[config.mk]
export PLATFORM = sky130hd
export DESIGN_NAME = fc_array_feeder
export DESIGN_NICKNAME = d
export VERILOG_FILES = /design/src/rtl/fc_pkg.sv /design/src/rtl/fc_array_feeder.sv
export SDC_FILE = /design/constraint.sdc
export NUM_CORES = 2
export LEC_CHECK = 0
export CAP_MARGIN = 40
export CORE_ASPECT_RATIO = 1.5
export CORE_MARGIN = 2
export CORE_UTILIZATION = 25
export CTS_BUF_LIST = sky130_fd_sc_hd__clkbuf_4
export DETAILED_ROUTE_END_ITERATION = 8
export DONT_BUFFER_PORTS = 1
export GPL_TIMING_DRIVEN = 0
export PLACE_DENSITY_LB_ADDON = 0.05
export SYNTH_ARGS = -nofsm -noshare
export SYNTH_HDL_FRONTEND = slang
export SYNTH_SLANG_ARGS = --single-unit
[constraint.sdc]
create_clock -name clk -period 4.6 [get_ports clk]
set_input_delay 0 -clock clk [delete_from_list [all_inputs] [get_ports clk]]
set_output_delay 0 -clock clk [all_outputs]
set_load 0.005 [all_outputs]
[src/rtl/fc_pkg.sv]
// rtl/fc_pkg.sv - shared constants and types for the fully-connected PE array
//
// Holds the array geometry shared with the PE row, the feeder FSM state type
// and the weight bank type (one DATA_W word per PE).
package fc_pkg;

  localparam int FC_SIZE = 128;
  localparam int DATA_W  = 8;
  localparam int CNT_W   = 16;

  typedef enum logic [2:0] {
    ST_IDLE   = 3'd0,
    ST_LOAD_W = 3'd1,
    ST_COMMIT = 3'd2,
    ST_STREAM = 3'd3,
    ST_DRAIN  = 3'd4
  } fc_feed_state_t;

  typedef logic [FC_SIZE-1:0][DATA_W-1:0] fc_weight_bank_t;

endpackage

[src/rtl/fc_array_feeder.sv]
// rtl/fc_array_feeder.sv - weight/ifmap feeder for the 128-PE fully-connected row
//
// Loads FC_SIZE weights into a shadow bank, commits them to the PE row with a
// one-cycle pe_load_o strobe, streams num_ifmap_i ifmap bytes into PE 0, then
// drains the row with FC_SIZE zero cycles and pulses done_o.
//
// Ports:
//   clk, rst                 clock, synchronous active-high reset
//   start_i, num_ifmap_i     job start (IDLE only) and ifmap byte count
//   w_valid_i/w_data_i/w_ready_o   weight stream, k-th byte goes to PE k
//   x_valid_i/x_data_i/x_ready_o   ifmap stream
//   weight_o, pe_load_o      committed weights and their load strobe
//   ifmap_o, ifmap_valid_o   serial ifmap into PE 0 (zero when not valid)
//   busy_o, done_o           FSM not idle, one-cycle end-of-job pulse
//   stall_cnt_o              only with FC_FEEDER_STALL_CNT_EN: STREAM cycles
//                            without x_valid_i, saturating
//
// Optional feature macro: FC_FEEDER_STALL_CNT_EN
module fc_array_feeder
  import fc_pkg::*;
#(
  parameter int FC_SIZE = fc_pkg::FC_SIZE,
  parameter int DATA_W  = fc_pkg::DATA_W,
  parameter int CNT_W   = fc_pkg::CNT_W
) (
  input  logic                           clk,
  input  logic                           rst,
  input  logic                           start_i,
  input  logic [CNT_W-1:0]               num_ifmap_i,
  input  logic                           w_valid_i,
  input  logic [DATA_W-1:0]              w_data_i,
  output logic                           w_ready_o,
  input  logic                           x_valid_i,
  input  logic [DATA_W-1:0]              x_data_i,
  output logic                           x_ready_o,
  output logic [FC_SIZE-1:0][DATA_W-1:0] weight_o,
  output logic                           pe_load_o,
  output logic [DATA_W-1:0]              ifmap_o,
  output logic                           ifmap_valid_o,
  output logic                           busy_o,
`ifdef FC_FEEDER_STALL_CNT_EN
  output logic [31:0]                    stall_cnt_o,
`endif
  output logic                           done_o
);

  localparam int IDX_W = $clog2(FC_SIZE);
  localparam logic [IDX_W-1:0] LAST_IDX = IDX_W'(FC_SIZE - 1);

  fc_feed_state_t r_state;
  fc_feed_state_t w_next_state;

  logic [CNT_W-1:0]               r_num;
  logic [CNT_W-1:0]               r_x_cnt;
  logic [IDX_W-1:0]               r_w_idx;
  logic [IDX_W-1:0]               r_drain_cnt;
  logic [FC_SIZE-1:0][DATA_W-1:0] r_shadow;
  logic [FC_SIZE-1:0][DATA_W-1:0] r_weight;
  logic                           r_pe_load;
  logic [DATA_W-1:0]              r_ifmap;
  logic                           r_ifmap_valid;
  logic                           r_done;
`ifdef FC_FEEDER_STALL_CNT_EN
  logic [31:0]                    r_stall_cnt;
`endif

  logic w_w_hs;
  logic w_x_hs;
  logic w_last_x;

  assign w_w_hs   = (r_state == ST_LOAD_W) && w_valid_i;
  assign w_x_hs   = (r_state == ST_STREAM) && x_valid_i;
  assign w_last_x = (r_x_cnt == (r_num - CNT_W'(1)));

  always_comb begin
    w_next_state = r_state;
    case (r_state)
      ST_IDLE:   if (start_i) w_next_state = ST_LOAD_W;
      ST_LOAD_W: if (w_w_hs && (r_w_idx == LAST_IDX)) w_next_state = ST_COMMIT;
      ST_COMMIT: w_next_state = (r_num != '0) ? ST_STREAM : ST_DRAIN;
      ST_STREAM: if (w_x_hs && w_last_x) w_next_state = ST_DRAIN;
      // done_o is raised while still in DRAIN so a coincident start_i is ignored
      ST_DRAIN:  if (r_done) w_next_state = ST_IDLE;
      default:   w_next_state = ST_IDLE;
    endcase
  end

  always_ff @(posedge clk) begin
    if (rst) begin
      r_state       <= ST_IDLE;
      r_num         <= '0;
      r_x_cnt       <= '0;
      r_w_idx       <= '0;
      r_drain_cnt   <= '0;
      r_shadow      <= '0;
      r_weight      <= '0;
      r_pe_load     <= 1'b0;
      r_ifmap       <= '0;
      r_ifmap_valid <= 1'b0;
      r_done        <= 1'b0;
`ifdef FC_FEEDER_STALL_CNT_EN
      r_stall_cnt   <= '0;
`endif
    end else begin
      r_state       <= w_next_state;
      r_pe_load     <= (r_state == ST_COMMIT);
      // Non-handshake cycles push a zero bubble so the row never sees stale data.
      r_ifmap       <= w_x_hs ? x_data_i : '0;
      r_ifmap_valid <= w_x_hs;
      r_done        <= (r_state == ST_DRAIN) && !r_done && (r_drain_cnt == LAST_IDX);

      case (r_state)
        ST_IDLE: begin
          if (start_i) begin
            r_num       <= num_ifmap_i;
            r_x_cnt     <= '0;
            r_w_idx     <= '0;
            r_drain_cnt <= '0;
`ifdef FC_FEEDER_STALL_CNT_EN
            r_stall_cnt <= '0;
`endif
          end
        end
        ST_LOAD_W: begin
          if (w_w_hs) begin
            r_shadow[r_w_idx] <= w_data_i;
            r_w_idx           <= r_w_idx + IDX_W'(1);
          end
        end
        ST_COMMIT: begin
          r_weight <= r_shadow;
        end
        ST_STREAM: begin
          if (w_x_hs) begin
            r_x_cnt <= r_x_cnt + CNT_W'(1);
          end
`ifdef FC_FEEDER_STALL_CNT_EN
          if (!x_valid_i && (r_stall_cnt != '1)) begin
            r_stall_cnt <= r_stall_cnt + 32'd1;
          end
`endif
        end
        ST_DRAIN: begin
          if (!r_done) begin
            r_drain_cnt <= r_drain_cnt + IDX_W'(1);
          end
        end
        default: ;
      endcase
    end
  end

  assign w_ready_o     = (r_state == ST_LOAD_W);
  assign x_ready_o     = (r_state == ST_STREAM);
  assign busy_o        = (r_state != ST_IDLE);
  assign weight_o      = r_weight;
  assign pe_load_o     = r_pe_load;
  assign ifmap_o       = r_ifmap;
  assign ifmap_valid_o = r_ifmap_valid;
  assign done_o        = r_done;
`ifdef FC_FEEDER_STALL_CNT_EN
  assign stall_cnt_o   = r_stall_cnt;
`endif

endmodule

==> After elaboration in Yosys (flattened, before gate mapping) <==
Index checks and enable logic that the tools add are counted.
{ "word_totals": {"ff_bits": 2108, "wordCells": 324} }
{ "classes": {"muxes": 17, "n_eq_ne": 14, "bitwise_logic": 1, "n_lt_le_gt_ge": 2, "add_sub_neg": 4, "reduce_logical": 21} }
{ "op_table": {"columns": ["cell", "count"], "rows": [
  ["bitwise mux 1024 bit", 1],
  ["demux 8 bit (select 7 bit)", 1],
  ["two-way mux 16 bit", 2],
  ["one-hot mux 16 bit (2 select lines)", 1],
  ["one-hot mux 7 bit (2 select lines)", 2],
  ["two-way mux 7 bit", 3],
  ["adder 16 x 1 -> 16 bit, second input constant", 1],
  ["equality test 16 bit", 1],
  ["nonzero test 16 bit", 1],
  ["subtractor 16 x 1 -> 16 bit, second input constant", 1],
  ["two-way mux 3 bit", 5],
  ["one-hot mux 3 bit (5 select lines)", 1],
  ["adder 7 x 1 -> 7 bit, second input constant", 2],
  ["equality test 7 bit, second input constant", 2],
  ["AND reduction 3 bit", 3],
  ["< comparator 7 x 8 -> 1 bit, second input constant", 1],
  ["two-way mux 8 bit", 1],
  ["inequality test 2 x 1 -> 1 bit, second input constant", 4],
  ["greater-or-equal comparator 7 x 1 -> 1 bit, second input constant", 1],
  ["logical AND 1 bit", 7],
  ["equality test 3 x 2 -> 1 bit, second input constant", 2],
  ["inequality test 2 bit, second input constant", 3],
  ["nonzero test 2 bit", 3],
  ["AND reduction 2 bit", 2],
  ["other kinds (8)", 8]
]} }

==> Logic depth before layout (Yosys ltp) <==
{ "logic_depth": {"depth_word": 5, "mapped_depth": 10, "depth_no_buf": 8} }

==> Worst setup path after synthesis <==
OpenSTA, ideal clock, no wires.
{ "synth_timing": {"kind": "flip-flop to flip-flop", "startpoint": "register r_num[0]", "endpoint": "register r_state[1]", "t_arrival_ns": 2.102, "path_buffers": 0, "stages_incl_launch_ff": 9, "required_ns": 4.471, "setup_slack_ns": 2.369, "synth_period_minus_slack_ns": 2.231, "cell_sequence": "dfxtp_1 > inv_1 > ha_1 > or3b_2 > nor4_2 > and4b_1 > a311oi_1 > a211oi_1 > a21oi_1"} }
{ "synth_via": {"elab_chain_len": 5} }
{ "synth_rtl": {"columns": ["element", "line", "rtl"], "rows": [
  ["from (decl)", "fc_array_feeder.sv:53", "logic [CNT_W-1:0] r_num;"],
  ["from (signal assigned)", "fc_array_feeder.sv:115", "r_num <= num_ifmap_i;"],
  ["subtractor 16 x 1 -> 16 bit", "fc_array_feeder.sv:73", "assign w_last_x = (r_x_cnt == (r_num - CNT_W'(1)));"],
  ["equality test 16 bit", "fc_array_feeder.sv:73", null],
  ["logical AND 1 bit", "fc_array_feeder.sv:81", "ST_STREAM: if (w_x_hs && w_last_x) w_next_state = ST_DRAIN;"],
  ["inequality test 2 x 1 -> 1 bit (no line)", null, null],
  ["AND reduction 4 bit (no line)", null, null],
  ["to (signal assigned)", "fc_array_feeder.sv:105", "r_state <= w_next_state;"],
  ["to (decl)", "fc_array_feeder.sv:50", "fc_feed_state_t r_state;"]
]} }
Parallel ways exist; a longest one is shown, timed or not.
A chain may end at the register's enable or synchronous reset.

==> Worst setup path in the final report <==
{ "layout_timing": {"startpoint": "register r_w_idx[6]", "endpoint": "register r_shadow[35] in the netlist's numbering"} }
{ "layout_via": {"elab_chain_len": 5} }
{ "layout_rtl": {"columns": ["element", "line", "rtl"], "rows": [
  ["from (decl)", "fc_array_feeder.sv:55", "logic [IDX_W-1:0] r_w_idx;"],
  ["from (signal assigned)", "fc_array_feeder.sv:127", "r_w_idx <= r_w_idx + IDX_W'(1);"],
  ["< comparator 7 x 8 -> 1 bit (not written as such) / greater-or-equal comparator 7 x 1 -> 1 bit (equally long branches)", "fc_array_feeder.sv:126", "r_shadow[r_w_idx] <= w_data_i;"],
  ["logical AND 1 bit (not written as such)", "fc_array_feeder.sv:126", null],
  ["two-way mux 8 bit (not written as such)", "fc_array_feeder.sv:126", null],
  ["demux 8 bit (select 7 bit) *", "fc_array_feeder.sv:126", null],
  ["bitwise mux 1024 bit *", "fc_array_feeder.sv:126", null],
  ["to (signal, indexed assignment)", "fc_array_feeder.sv:126", null],
  ["to (decl)", "fc_array_feeder.sv:57", "logic [FC_SIZE-1:0][DATA_W-1:0] r_shadow;"]
]} }
Mark *: on every way between the ends. The rest lies on a longest branch, timed or not.

==> impl_summary.txt <==
----------------------------------------------------
[Yosys]
  Share of the synthesized area in the top cell type ... 56.52%
  Number of enable-type register cells in the synthesized netlist ... 0
  Synth top area cells ... dfxtp_1 (57%), nand2_1 (16%), a21oi_1 (14%)
  FFs w/ async S/R, synth ... 0%
  Top FF cell, synth ... dfxtp_1
  Register bit count reported by yosys ... between 2000 and 2500
  Cell area after technology mapping ... 74670 sq um
  Top cell type by total area after synthesis ... dfxtp_1
  Gate count of the mapped netlist ... 9535
  Count of synthesis-stage warnings from yosys ... 0
  Count of different cell masters after synthesis ... 55
  Post-Syn Nets ... 9577
  Register area share after synthesis ... 56.52%
  Mean area per synthesized cell ... 7.831 sq um

[Pwr]
  Static leakage power ... roughly 28 nW
  Post-route total power ... 37.65 mW
  Max VDD drop ... approximately 0.00020 V
  Pwr Density ... 418.8 nW/um^2

[Drt]
  Total iterations of the first detailed-routing run ... 6
  Routed wirelength normalized by instance count ... 26.37 um
  Initial DRC Count ... 4375
  Total routed wirelength ... 387900 um
  DRC violations left ... 0
  Total number of vias ... roughly 70000
  Detail-routed via count per cell ... 4.807
  Residual antenna-violating net count after detailed routing ... 0

[Placement]
  Placed instance count ... 13620
  HPWL after DPL ... 298300 um
  Quantity of I/O buffers inserted on ports ... 0
  GP Congestion ... 0.8117

[Clock tree]
  Clock slew at reported path FFs ... 70 ps
  Post CTS Setup Buffer Count ... 0
  Cell at the root of the clock tree ... clkbuf_4
  Latest clock arrival within the worst-skew pair ... between 1000 and 1500 ps
  Deepest level of the CTS H-tree ... 6
  Cts bufs inserted ... about 580
  Bufs on Longest Clock Path ... 4
  Number of clock sinks ... 2108
  Post-cts hold buffer count ... 120
  Resized Gates After CTS ... 0
  TritonCTS clock tree ... done

[Layout]
  Share of post-route cells with drive strength above 1 ... 10.53%
  Multi-input gate area ... roughly 29000 sq um
  Post-layout nets ... 10420
  Count of fill cells added during filler insertion ... about 33000
  Post-route non-filler standard cell count ... 14710
  Register area ... 42200 sq um
  Syn-to-layout area delta ... 20.40%

[Setup path]
  Dominant delay contributor by cell family on the critical path ... simple AND/OR/NAND/NOR gates
  CP endpoint ... r_shadow[35]
  Cell breakdown of the critical path ... buf_2, nor2_1, nand2_1, nor2_1, clkbuf_1, nand3_1, dlygate4sd3_1, a21oi_1, dlygate4sd3_1
  Depth of the worst register-to-register path ... 9
  Slowest stage cell on the critical path ... nor2_1
  Startpoint of the most critical register-to-register path ... r_w_idx[6]
  Buffers & Inverters on Critical Path ... 4
  Required time of the worst setup path ... about 5900 ps
  Classification of the worst setup path ... flip-flop to flip-flop
  Data arrival time of the worst path ... 5550 ps
  Biggest cell delay along the critical path ... 760 ps
  CP Launch Point ... r_w_idx[6]
  Flop-to-flop setup slack ... approximately 340 ps
  Setup crit end kind ... flip-flop
  Critical Path Start Type ... flip-flop
  Reg-to-Reg End ... r_shadow[35]
  Number of cells on the critical path ... 9
  Crit path max fanout ... 10

[STA]
  Final hold violations ... 0
  Hold WS ... 304.7 ps
  RSZ-0062 raised after global routing ... no
  Relative max-transition margin ... approximately a third
  Post-layout minimum cycle time ... 4256 ps
  Fraction of the cycle the final worst path needs ... 92.53%
  Count of final setup violators ... 0
  Tightest Pin Transition ... 981.4 ps
  Worst-case clock skew ... 112.0 ps
  Fmax ... between 0.2 and 0.25 GHz
  Final number of max-transition violations ... 0

[Hold path]
  Path category of the worst min-delay check ... input pin to flip-flop

[Die]
  Initial cell density of the core ... 25.14%
  DIE AREA ... 303100 sq um
  Core outline area ... 297000 sq um
  I/O pin count ... 1075
  Width of the chip ... 450.2 um
  Number of placement rows ... 245
  Vertical extent of the die ... between 600 and 700 um

[Global routing]
  Wire length of the first global-routing pass ... about 540000 um
  GRT Residual Overflow ... 0
  Total track usage ... 24.63%
  Via count of the first global-routing pass ... 70050
  Largest net degree at the start of global routing ... 14
  Initial antenna violation count ... 36

[Run]
  Max capacitance violation total ... 0

[Outcome]
  Run status ... completed

----------------------------------------------------
where the power goes:
part	switching, mW	total, mW	internal (mW)
Combinational	1.66	2.10	0.438
Sequential	0.0278	18.3	18.3
Clock	8.39	17.3	8.87
state kept, by name (all words and copies together) (netlist names):
name	count
ifmap_o	8
r_shadow	1024
done_o	1
r_w_idx	7
weight_o	1024
r_num	16
r_x_cnt	16
r_state	3
ifmap_valid_o	1
pe_load_o	1
r_drain_cnt	7
synthesized netlist by cell type, types with 13 or more instances:
cell type,n
nand2_1,3181
dfxtp_1,2108
a21oi_1,2073
clkbuf_1,755
o21ai_0,685
nand3_1,372
nor2_1,144
buf_2,36
buf_1,24
xor2_1,21
xnor2_1,16
nor3_1,13
cells by family (layout without fill, tap and decap cells):
kind of cell               Yosys count  after routing  share of synthesized area (%)
and+or+nand+nor                   3779           3779                          19.98
AOI/OAI and AO/OA                 2783           2783                          18.77
DFF                               2108           2108                          56.52
buffers and inverters              821           2026                          4.189
xor gates and xnor gates            37             37                         0.4340
adders and majority gates            5              5                        0.08379
muxes                                2              2                        0.02681
other                                0             19                              0
layer usage:
metal | up-vias | share of wire (%) | track usage [%]
li1 | 33610 | - | -
met1 | 34120 | 38 | 27.24
met2 | 2339 | 48 | 42.55
met3 | 641 | 8.9 | 8.783
met4 | 6 | 4.3 | 10.18
met5 | - | 0.012 | 0
layout make-up:
class	instances	area share, %
Sequential cell	2108	46.94
Clock inverter	80	0.5748
Buffer	816	3.512
Inverter	5	0.02088
Tap cell	3952	5.501
Antenna cell	19	0.05289
Timing Repair Buffer	256	3.482
Clock buffer	869	7.257
Multi-Input combinational cell	6606	32.66
worst reg2reg max path, cell delays in order (launching register included):
cell,delay [ps]
dfxtp_1,300
buf_2,170
nor2_1,540
nand2_1,490
nor2_1,760
clkbuf_1,470
nand3_1,130
dlygate4sd3_1,580
a21oi_1,150
dlygate4sd3_1,580
cell usage in the layout (no fill, tap or decap), drive strengths merged, types with 5 or more instances in the layout:
master and n:
ha 5, clkinvlp 6, nor2 147, or3 8
diode 19, dlygate4sd3 120, nor2b 6, dfxtp 2108
clkbuf 1625, inv 22, and2 12, nand3 372
a21oi 2073, nand2 3181, bufinv 6, xnor2 16
nand4 10, clkinv 51, o21ai 685, nor3 13
xor2 21, buf 196
worst min-delay path by stage:
stage                     cells past startpoint  slack (ps)      endpoint   startpoint
after floorplan                               1         120    ifmap_o[0]  x_data_i[0]
after global placement                        1         120    ifmap_o[5]  x_data_i[5]
after detailed placement                      1         120    ifmap_o[3]  x_data_i[3]
after CTS                                     5         100  r_shadow[11]          rst
after global routing                          5         220  r_shadow[12]          rst
final                                         5         300  r_shadow[11]          rst
through the flow:
stage,utilization (%),setup TNS [ps],setup slack [ps],cell area (sq um)
floorplan,-,0,2369,74670
detailed placement,27.47,0,449.6,81610
finish,30.26,0,343.6,89900
global route,30.25,0,122.9,89860
global placement,26.80,-530730,-1200,79610
CTS,30.25,0,387.0,89850
No activity file was read; power rests on OpenSTA's default activity.
